==> src/rtl/mem_port_arbiter.sv <==
// -----------------------------------------------------------------------------
// mem_port_arbiter
//
// Shares one single-port memory between the fetch stage (read-only requester
// "if") and the MEM stage (read/write requester "dc"). Only one transaction is
// outstanding at a time. dc has fixed priority, but a streak counter forces an
// if grant after DC_MAX_CONSEC back-to-back dc grants while fetch is waiting.
// The winning request is latched and replayed to the memory over a
// req/gnt/rvalid handshake. The response is routed back to the owner.
//
// Optional feature (macro MEM_ARB_TIMEOUT_EN):
//   Defined     : a watchdog aborts a transaction after TIMEOUT_CYCLES in
//                 REQ+RESP, sets the sticky err_o and hands the owner a gnt
//                 (if still missing) plus an rvalid with zero data.
//   Not defined : no watchdog, err_o is tied low, the FSM waits forever.
//
// Parameters:
//   WD_SIZE        address/data width
//   DC_MAX_CONSEC  max consecutive dc grants while if_req_i is pending (>=1)
//   TIMEOUT_CYCLES watchdog limit when MEM_ARB_TIMEOUT_EN is defined (>=2)
//
// Ports:
//   clk, reset_n                   clock, synchronous active-low reset
//   if_req_i/if_addr_i             fetch request (held until if_gnt_o)
//   if_gnt_o/if_rvalid_o/if_rdata_o  fetch accept pulse, data pulse, data
//   dc_req_i/dc_we_i/dc_addr_i/dc_wdata_i/dc_keep_i  data request
//   dc_gnt_o/dc_rvalid_o/dc_rdata_o  data accept pulse, load/store ack, data
//   mem_req_o/mem_we_o/mem_addr_o/mem_wdata_o/mem_keep_o  memory request
//   mem_gnt_i/mem_rvalid_i/mem_rdata_i  memory accept, response, read data
//   busy_o                         FSM not idle
//   err_o                          sticky watchdog error
// -----------------------------------------------------------------------------
module mem_port_arbiter #(
  parameter int WD_SIZE        = 32,
  parameter int DC_MAX_CONSEC  = 4,
  parameter int TIMEOUT_CYCLES = 64
) (
  input  logic               clk,
  input  logic               reset_n,
  input  logic               if_req_i,
  input  logic [WD_SIZE-1:0] if_addr_i,
  output logic               if_gnt_o,
  output logic               if_rvalid_o,
  output logic [WD_SIZE-1:0] if_rdata_o,
  input  logic               dc_req_i,
  input  logic               dc_we_i,
  input  logic [WD_SIZE-1:0] dc_addr_i,
  input  logic [WD_SIZE-1:0] dc_wdata_i,
  input  logic [WD_SIZE-1:0] dc_keep_i,
  output logic               dc_gnt_o,
  output logic               dc_rvalid_o,
  output logic [WD_SIZE-1:0] dc_rdata_o,
  output logic               mem_req_o,
  output logic               mem_we_o,
  output logic [WD_SIZE-1:0] mem_addr_o,
  output logic [WD_SIZE-1:0] mem_wdata_o,
  output logic [WD_SIZE-1:0] mem_keep_o,
  input  logic               mem_gnt_i,
  input  logic               mem_rvalid_i,
  input  logic [WD_SIZE-1:0] mem_rdata_i,
  output logic               busy_o,
  output logic               err_o
);

  typedef enum logic [1:0] {IDLE, REQ, RESP} state_e;
  typedef enum logic [1:0] {OWN_NONE, OWN_IF, OWN_DC} owner_e;

  localparam int SW = $clog2(DC_MAX_CONSEC + 1);

  state_e             state_q, state_d;
  owner_e             owner_q, owner_d;
  logic [WD_SIZE-1:0] addr_q, addr_d;
  logic [WD_SIZE-1:0] wdata_q, wdata_d;
  logic [WD_SIZE-1:0] keep_q, keep_d;
  logic               we_q, we_d;
  logic [SW-1:0]      streak_q, streak_d;
  logic               if_rvalid_q, if_rvalid_d;
  logic               dc_rvalid_q, dc_rvalid_d;
  logic [WD_SIZE-1:0] if_rdata_q, if_rdata_d;
  logic [WD_SIZE-1:0] dc_rdata_q, dc_rdata_d;
  logic               err_q, err_d;
  logic               timeout;
  logic               streak_full;
  logic               dc_wins;

`ifdef MEM_ARB_TIMEOUT_EN
  localparam int TW = $clog2(TIMEOUT_CYCLES);

  logic [TW-1:0] timer_q, timer_d;

  // Counts cycles spent in REQ+RESP; IDLE always precedes REQ, so holding it
  // at zero in IDLE clears it on entry to REQ.
  always_comb begin
    timer_d = timer_q;
    if (state_q == IDLE) begin
      timer_d = '0;
    end else begin
      timer_d = timer_q + 1'b1;
    end
  end

  always_ff @(posedge clk) begin
    if (!reset_n) begin
      timer_q <= '0;
    end else begin
      timer_q <= timer_d;
    end
  end

  // Fires in the TIMEOUT_CYCLES-th cycle of the transaction.
  assign timeout = (state_q != IDLE) && (timer_q == TW'(TIMEOUT_CYCLES - 1));
`else
  localparam int unused_timeout_cycles = TIMEOUT_CYCLES;

  assign timeout = 1'b0;
`endif

  assign streak_full = (streak_q == SW'(DC_MAX_CONSEC));
  assign dc_wins     = dc_req_i && !(if_req_i && streak_full);

  // Memory side is driven purely from the latched request so that a stall
  // keeps everything stable regardless of what the requesters do.
  assign mem_req_o   = (state_q == REQ);
  assign mem_we_o    = (state_q == REQ) && we_q;
  assign mem_addr_o  = addr_q;
  assign mem_wdata_o = wdata_q;
  assign mem_keep_o  = keep_q;

  // A timeout while still in REQ also stands in for the missing gnt.
  assign if_gnt_o = (state_q == REQ) && (mem_gnt_i || timeout) && (owner_q == OWN_IF);
  assign dc_gnt_o = (state_q == REQ) && (mem_gnt_i || timeout) && (owner_q == OWN_DC);

  assign if_rvalid_o = if_rvalid_q;
  assign dc_rvalid_o = dc_rvalid_q;
  assign if_rdata_o  = if_rdata_q;
  assign dc_rdata_o  = dc_rdata_q;
  assign busy_o      = (state_q != IDLE);
  assign err_o       = err_q;

  // Next-state logic: arbitration in IDLE, handshake in REQ/RESP, watchdog
  // abort overriding both, and the starvation streak counter.
  always_comb begin
    state_d     = state_q;
    owner_d     = owner_q;
    addr_d      = addr_q;
    wdata_d     = wdata_q;
    keep_d      = keep_q;
    we_d        = we_q;
    streak_d    = streak_q;
    if_rvalid_d = 1'b0;
    dc_rvalid_d = 1'b0;
    if_rdata_d  = if_rdata_q;
    dc_rdata_d  = dc_rdata_q;
    err_d       = err_q;

    case (state_q)
      IDLE: begin
        if (!if_req_i) begin
          streak_d = '0;
        end
        if (dc_wins) begin
          owner_d = OWN_DC;
          addr_d  = dc_addr_i;
          wdata_d = dc_wdata_i;
          keep_d  = dc_keep_i;
          we_d    = dc_we_i;
          state_d = REQ;
        end else if (if_req_i) begin
          owner_d = OWN_IF;
          addr_d  = if_addr_i;
          wdata_d = '0;
          keep_d  = '1;
          we_d    = 1'b0;
          state_d = REQ;
        end
      end
      REQ: begin
        if (mem_gnt_i) begin
          state_d = RESP;
        end
      end
      RESP: begin
        if (mem_rvalid_i) begin
          if (owner_q == OWN_IF) begin
            if_rvalid_d = 1'b1;
            if_rdata_d  = mem_rdata_i;
          end else if (owner_q == OWN_DC) begin
            dc_rvalid_d = 1'b1;
            dc_rdata_d  = mem_rdata_i;
          end
          owner_d = OWN_NONE;
          state_d = IDLE;
        end
      end
      default: begin
        state_d = IDLE;
      end
    endcase

    // A real response in the same cycle as the timeout still wins.
    if (timeout && !((state_q == RESP) && mem_rvalid_i)) begin
      err_d = 1'b1;
      if (owner_q == OWN_IF) begin
        if_rvalid_d = 1'b1;
        if_rdata_d  = '0;
      end else if (owner_q == OWN_DC) begin
        dc_rvalid_d = 1'b1;
        dc_rdata_d  = '0;
      end
      owner_d = OWN_NONE;
      state_d = IDLE;
    end

    // Streak follows the actual grant pulses, not the arbitration decision.
    if (dc_gnt_o && if_req_i && !streak_full) begin
      streak_d = streak_q + 1'b1;
    end
    if (if_gnt_o) begin
      streak_d = '0;
    end
  end

  always_ff @(posedge clk) begin
    if (!reset_n) begin
      state_q     <= IDLE;
      owner_q     <= OWN_NONE;
      addr_q      <= '0;
      wdata_q     <= '0;
      keep_q      <= '0;
      we_q        <= 1'b0;
      streak_q    <= '0;
      if_rvalid_q <= 1'b0;
      dc_rvalid_q <= 1'b0;
      if_rdata_q  <= '0;
      dc_rdata_q  <= '0;
      err_q       <= 1'b0;
    end else begin
      state_q     <= state_d;
      owner_q     <= owner_d;
      addr_q      <= addr_d;
      wdata_q     <= wdata_d;
      keep_q      <= keep_d;
      we_q        <= we_d;
      streak_q    <= streak_d;
      if_rvalid_q <= if_rvalid_d;
      dc_rvalid_q <= dc_rvalid_d;
      if_rdata_q  <= if_rdata_d;
      dc_rdata_q  <= dc_rdata_d;
      err_q       <= err_d;
    end
  end

endmodule

==> config.mk <==
export PLATFORM = sky130hd
export DESIGN_NAME = mem_port_arbiter
export DESIGN_NICKNAME = d
export VERILOG_FILES = /design/src/rtl/mem_port_arbiter.sv
export SDC_FILE = /design/constraint.sdc
export NUM_CORES = 1
export LEC_CHECK = 0
export ABC_AREA = 1
export BUFFER_PORTS_ARGS = -buffer_cell sky130_fd_sc_hd__buf_2
export CAP_MARGIN = 10
export CORE_MARGIN = 8
export CORE_UTILIZATION = 40
export CTS_BUF_LIST = sky130_fd_sc_hd__clkbuf_8
export DETAILED_ROUTE_END_ITERATION = 16
export HOLD_SLACK_MARGIN = 0.02
export PLACE_DENSITY = 0.72
export SLEW_MARGIN = 10
export SYNTH_ARGS = -nofsm -noshare
export SYNTH_HDL_FRONTEND = slang
export SYNTH_SLANG_ARGS = --single-unit
==> constraint.sdc <==
create_clock -name clk -period 1.9 [get_ports clk]
set_input_delay 0.095 -clock clk [delete_from_list [all_inputs] [get_ports clk]]
set_output_delay 0.095 -clock clk [all_outputs]
set_load 0.005 [all_outputs]
==> summary.md <==
| Metric | Value |
|---|---|
| Status | `finished clean` |
| Post-synthesis compound-gate area fraction | `0.131` |
| Power density over the cells | `802 nW/um^2` |
| Highest net fanout along the worst path | `17` |
| Most frequent cell after synthesis | `nor2_1` |
| Row cnt | `46` |
| Top_reg_cell synth | `dfxtp_1` |
| Share of cells above drive strength 1 | `0.302` |
| Leakage | `5.15 nW` |
| Gr ovfl total | `0` |
| Final Cycle Share | `0.888` |
| Starting Density | `0.410` |
| Minimum clock period | `1690 ps` |
| Post-Synth Simple-Gate Area | `0.270` |
| Maxcap violations | `0` |
| Setup TNS | `0 ps` |
| Worst Hold Path EP | `mem_addr_o[29]$_SDFFE_PN0P_` |
| Final ANT Viol Nets | `0` |
| Critical R2R Launch | `state_q[1]$_SDFFE_PN0P_` |
| Die Footprint | `20700 um^2` |
| Syn Area/Cell | `7.70 um^2` |
| Average wire per standard cell | `17.3 um` |
| Synth Instances | `849` |
| Longest Clk Path Bufs | `2` |
| NumNets Final | `1485` |
| Die H | `144 um` |
| Synth top area cells | `dfxtp_1 (52%), nor2_1 (11%), nand2_1 (7.2%), o21ai_1 (4.7%), a21oi_1 (4.2%)` |
| Worst vdd ir | `0.000460 V` |
| RePlAce Congestion | `0.844` |
| CP required | `2270 ps` |
| Fin. Hold Viols | `0` |
| Seq/Total Area, Yosys | `0.521` |
| Cell area after synthesis | `6540 um^2` |
| Clock Skew | `18.4 ps` |
| Postcts setup bufs | `0` |
| Vias/cell | `4.98` |
| Via Count | `7724` |
| Clk_lat worst skew | `470 ps` |
| Xor/xnor cell area share of the yosys netlist | `0.00134` |
| Mux cell area share after synthesis | `0` |
| Cells on worst reg2reg path | `6` |
| Count of different cell masters after synthesis | `26` |
| Dpl hpwl | `16700 um` |
| GRT Total Usage | `0.251` |
| Ys Warns | `0` |
| DRC | `0` |
| Clock transition at path regs | `90 ps` |
| CTS buffer count | `17` |
| Synth top area share | `0.521` |
| PortBufs | `333` |
| Clock sink count | `170` |
| TritonCTS clock tree | `yes` |
| Core area | `15900 um^2` |
| Largest family of logic cells by synthesized area | `simple AND/OR/NAND/NOR gates` |
| Initial antenna violation count | `5` |
| Largest net degree at the start of global routing | `68` |
| Hold Path Depth | `4` |
| RSZ-0062 raised after global routing | `false` |
| Flop-to-flop setup slack | `210 ps` |
| Critical Path Source | `state_q[1]$_SDFFE_PN0P_` |
| Async SR Flop Fraction | `0` |
| Critical hold path startpoint | `dc_addr_i[29]` |
| Hold Crit Class | `in2reg` |
| Startpoint types | `register` |
| Total power | `8.33 mW` |
| Die X | `144 um` |
| Synth-to-Final Area Change | `59.0%` |
| Worst-Margin Slew | `612 ps` |
| EDFF count, synth | `0` |
| CP Capture Type | `register` |
| Top post-synthesis cells by count | `nor2_1 (199), dfxtp_1 (170), nand2_1 (126)` |
| First-pass GRT wire length | `41200 um` |
| Max Clk Rate | `593 MHz` |
| Post-Syn Nets | `1018` |
| Max Slew Vio Count | `0` |
| WL final | `26900 um` |
| FF+latch count, synth | `170` |
| Slew HR | `0.592` |
| FILL cells | `1269` |
| DR iter-0 viols | `404` |
| Synth area leader | `dfxtp_1` |
| Boundary Pins | `335` |
| Root Driver | `clkbuf_8` |
| Post-synthesis adder-cell area fraction | `0.00383` |
| FF-to-FF End | `mem_addr_o[1]$_SDFFE_PN0P_` |
| Critical Path AT | `2060 ps` |
| Pre-Repair DR Iteration Count | `5` |
| Setup CP Type | `reg2reg` |
| Final setup fails | `0` |
| H-tree levels | `4` |
| Vias in the first global route | `7765` |
| Min Hold Slack | `32.6 ps` |
## worst max path at each step
stage	depth (start not counted)	slack, ps	to
after floorplan	9	490	mem_keep_o[22]$_SDFFE_PN0P_
after global placement	6	360	mem_addr_o[6]$_SDFFE_PN0P_
after detailed placement	8	330	mem_wdata_o[22]$_SDFFE_PN0P_
after CTS	3	260	dc_gnt_o
after global routing	8	100	mem_wdata_o[22]$_SDFFE_PN0P_
final	6	210	mem_addr_o[1]$_SDFFE_PN0P_
## layout by cell type, fill, tap and decap left out, drive strengths merged
cell type,synthesis,final
buf,33,352
nor2,206,206
dfxtp,170,170
dlygate4sd3,0,158
nand2,129,129
o21ai,98,98
a21oi,55,55
nand3,44,44
inv,35,42
nand4,17,17
clkbuf,29,17
nand3b,15,15
a31oi,13,13
diode,0,5
bufinv,0,5
ha,2,2
clkinv,0,2
o21a,1,1
xor2,1,1
conb,1,1
clkinvlp,0,1
## kinds of logic after synthesis
kind of cell,after synthesis
fa+ha+maj,2
simple gates,411
xor+xnor,1
compound gates,167
flops,170
buf+inv,97
other cells,1
## through the flow
stage | worst slack [ps] | util | area (um^2) | cells
after floorplan | 487 | - | 6540 | 849
after global placement | 362 | 0.522 | 8320 | 1355
after detailed placement | 327 | 0.522 | 8320 | 1355
after CTS | 264 | 0.651 | 10400 | 1545
after global routing | 100 | 0.652 | 10400 | 1550
final | 212 | 0.652 | 10400 | 1550
## final cells by class
cell class / instances / area, um^2 / share of cell area
inverters: 35 / 134 / 0.0129
repair buffers: 510 / 3430 / 0.330
diodes: 5 / 12.5 / 0.00120
flip-flops and latches: 170 / 3400 / 0.328
clock buffers: 17 / 234 / 0.0225
multi-input cells: 582 / 2670 / 0.257
well taps: 216 / 270 / 0.0260
clock inverters: 15 / 236 / 0.0228
## registers in the layout (all words and copies together), names as in the netlist
name and cells:
dc_rdata_o 32, streak_q 3, mem_addr_o 32, mem_wdata_o 32, owner_q 2, we_q 1
if_rdata_o 32, dc_rvalid_o 1, state_q 2, mem_keep_o 32, if_rvalid_o 1
## per-layer routing
layer / track usage / part of all wire / up-vias
met5: 0 / 0 / -
met4: 0.128 / 0.039 / 0
met3: 0.0992 / 0.12 / 82
met2: 0.423 / 0.48 / 454
met1: 0.269 / 0.36 / 3501
li1: - / - / 3687
## worst max-delay path: stages (launching register included)
cell and delay (ps):
dfxtp_1 370, inv_2 90, nand2_2 100, nor2_4 370, buf_4 330, nand3_1 130
a31oi_1 200
## where the power goes
group	total (mW)	leakage [nW]	internal (mW)	switching, mW
logic	1.42	3.53	0.690	0.734
registers	3.88	1.39	3.77	0.111
clock network	3.03	0.237	1.60	1.43
## timing repair
item | 4_1_cts | 5_1_grt
hold buffers | 158 | 0
endpoints found under the hold margin | 162 | 0
resized for setup | 0 | 0
Note: power is estimated with default switching activity, not from simulation.
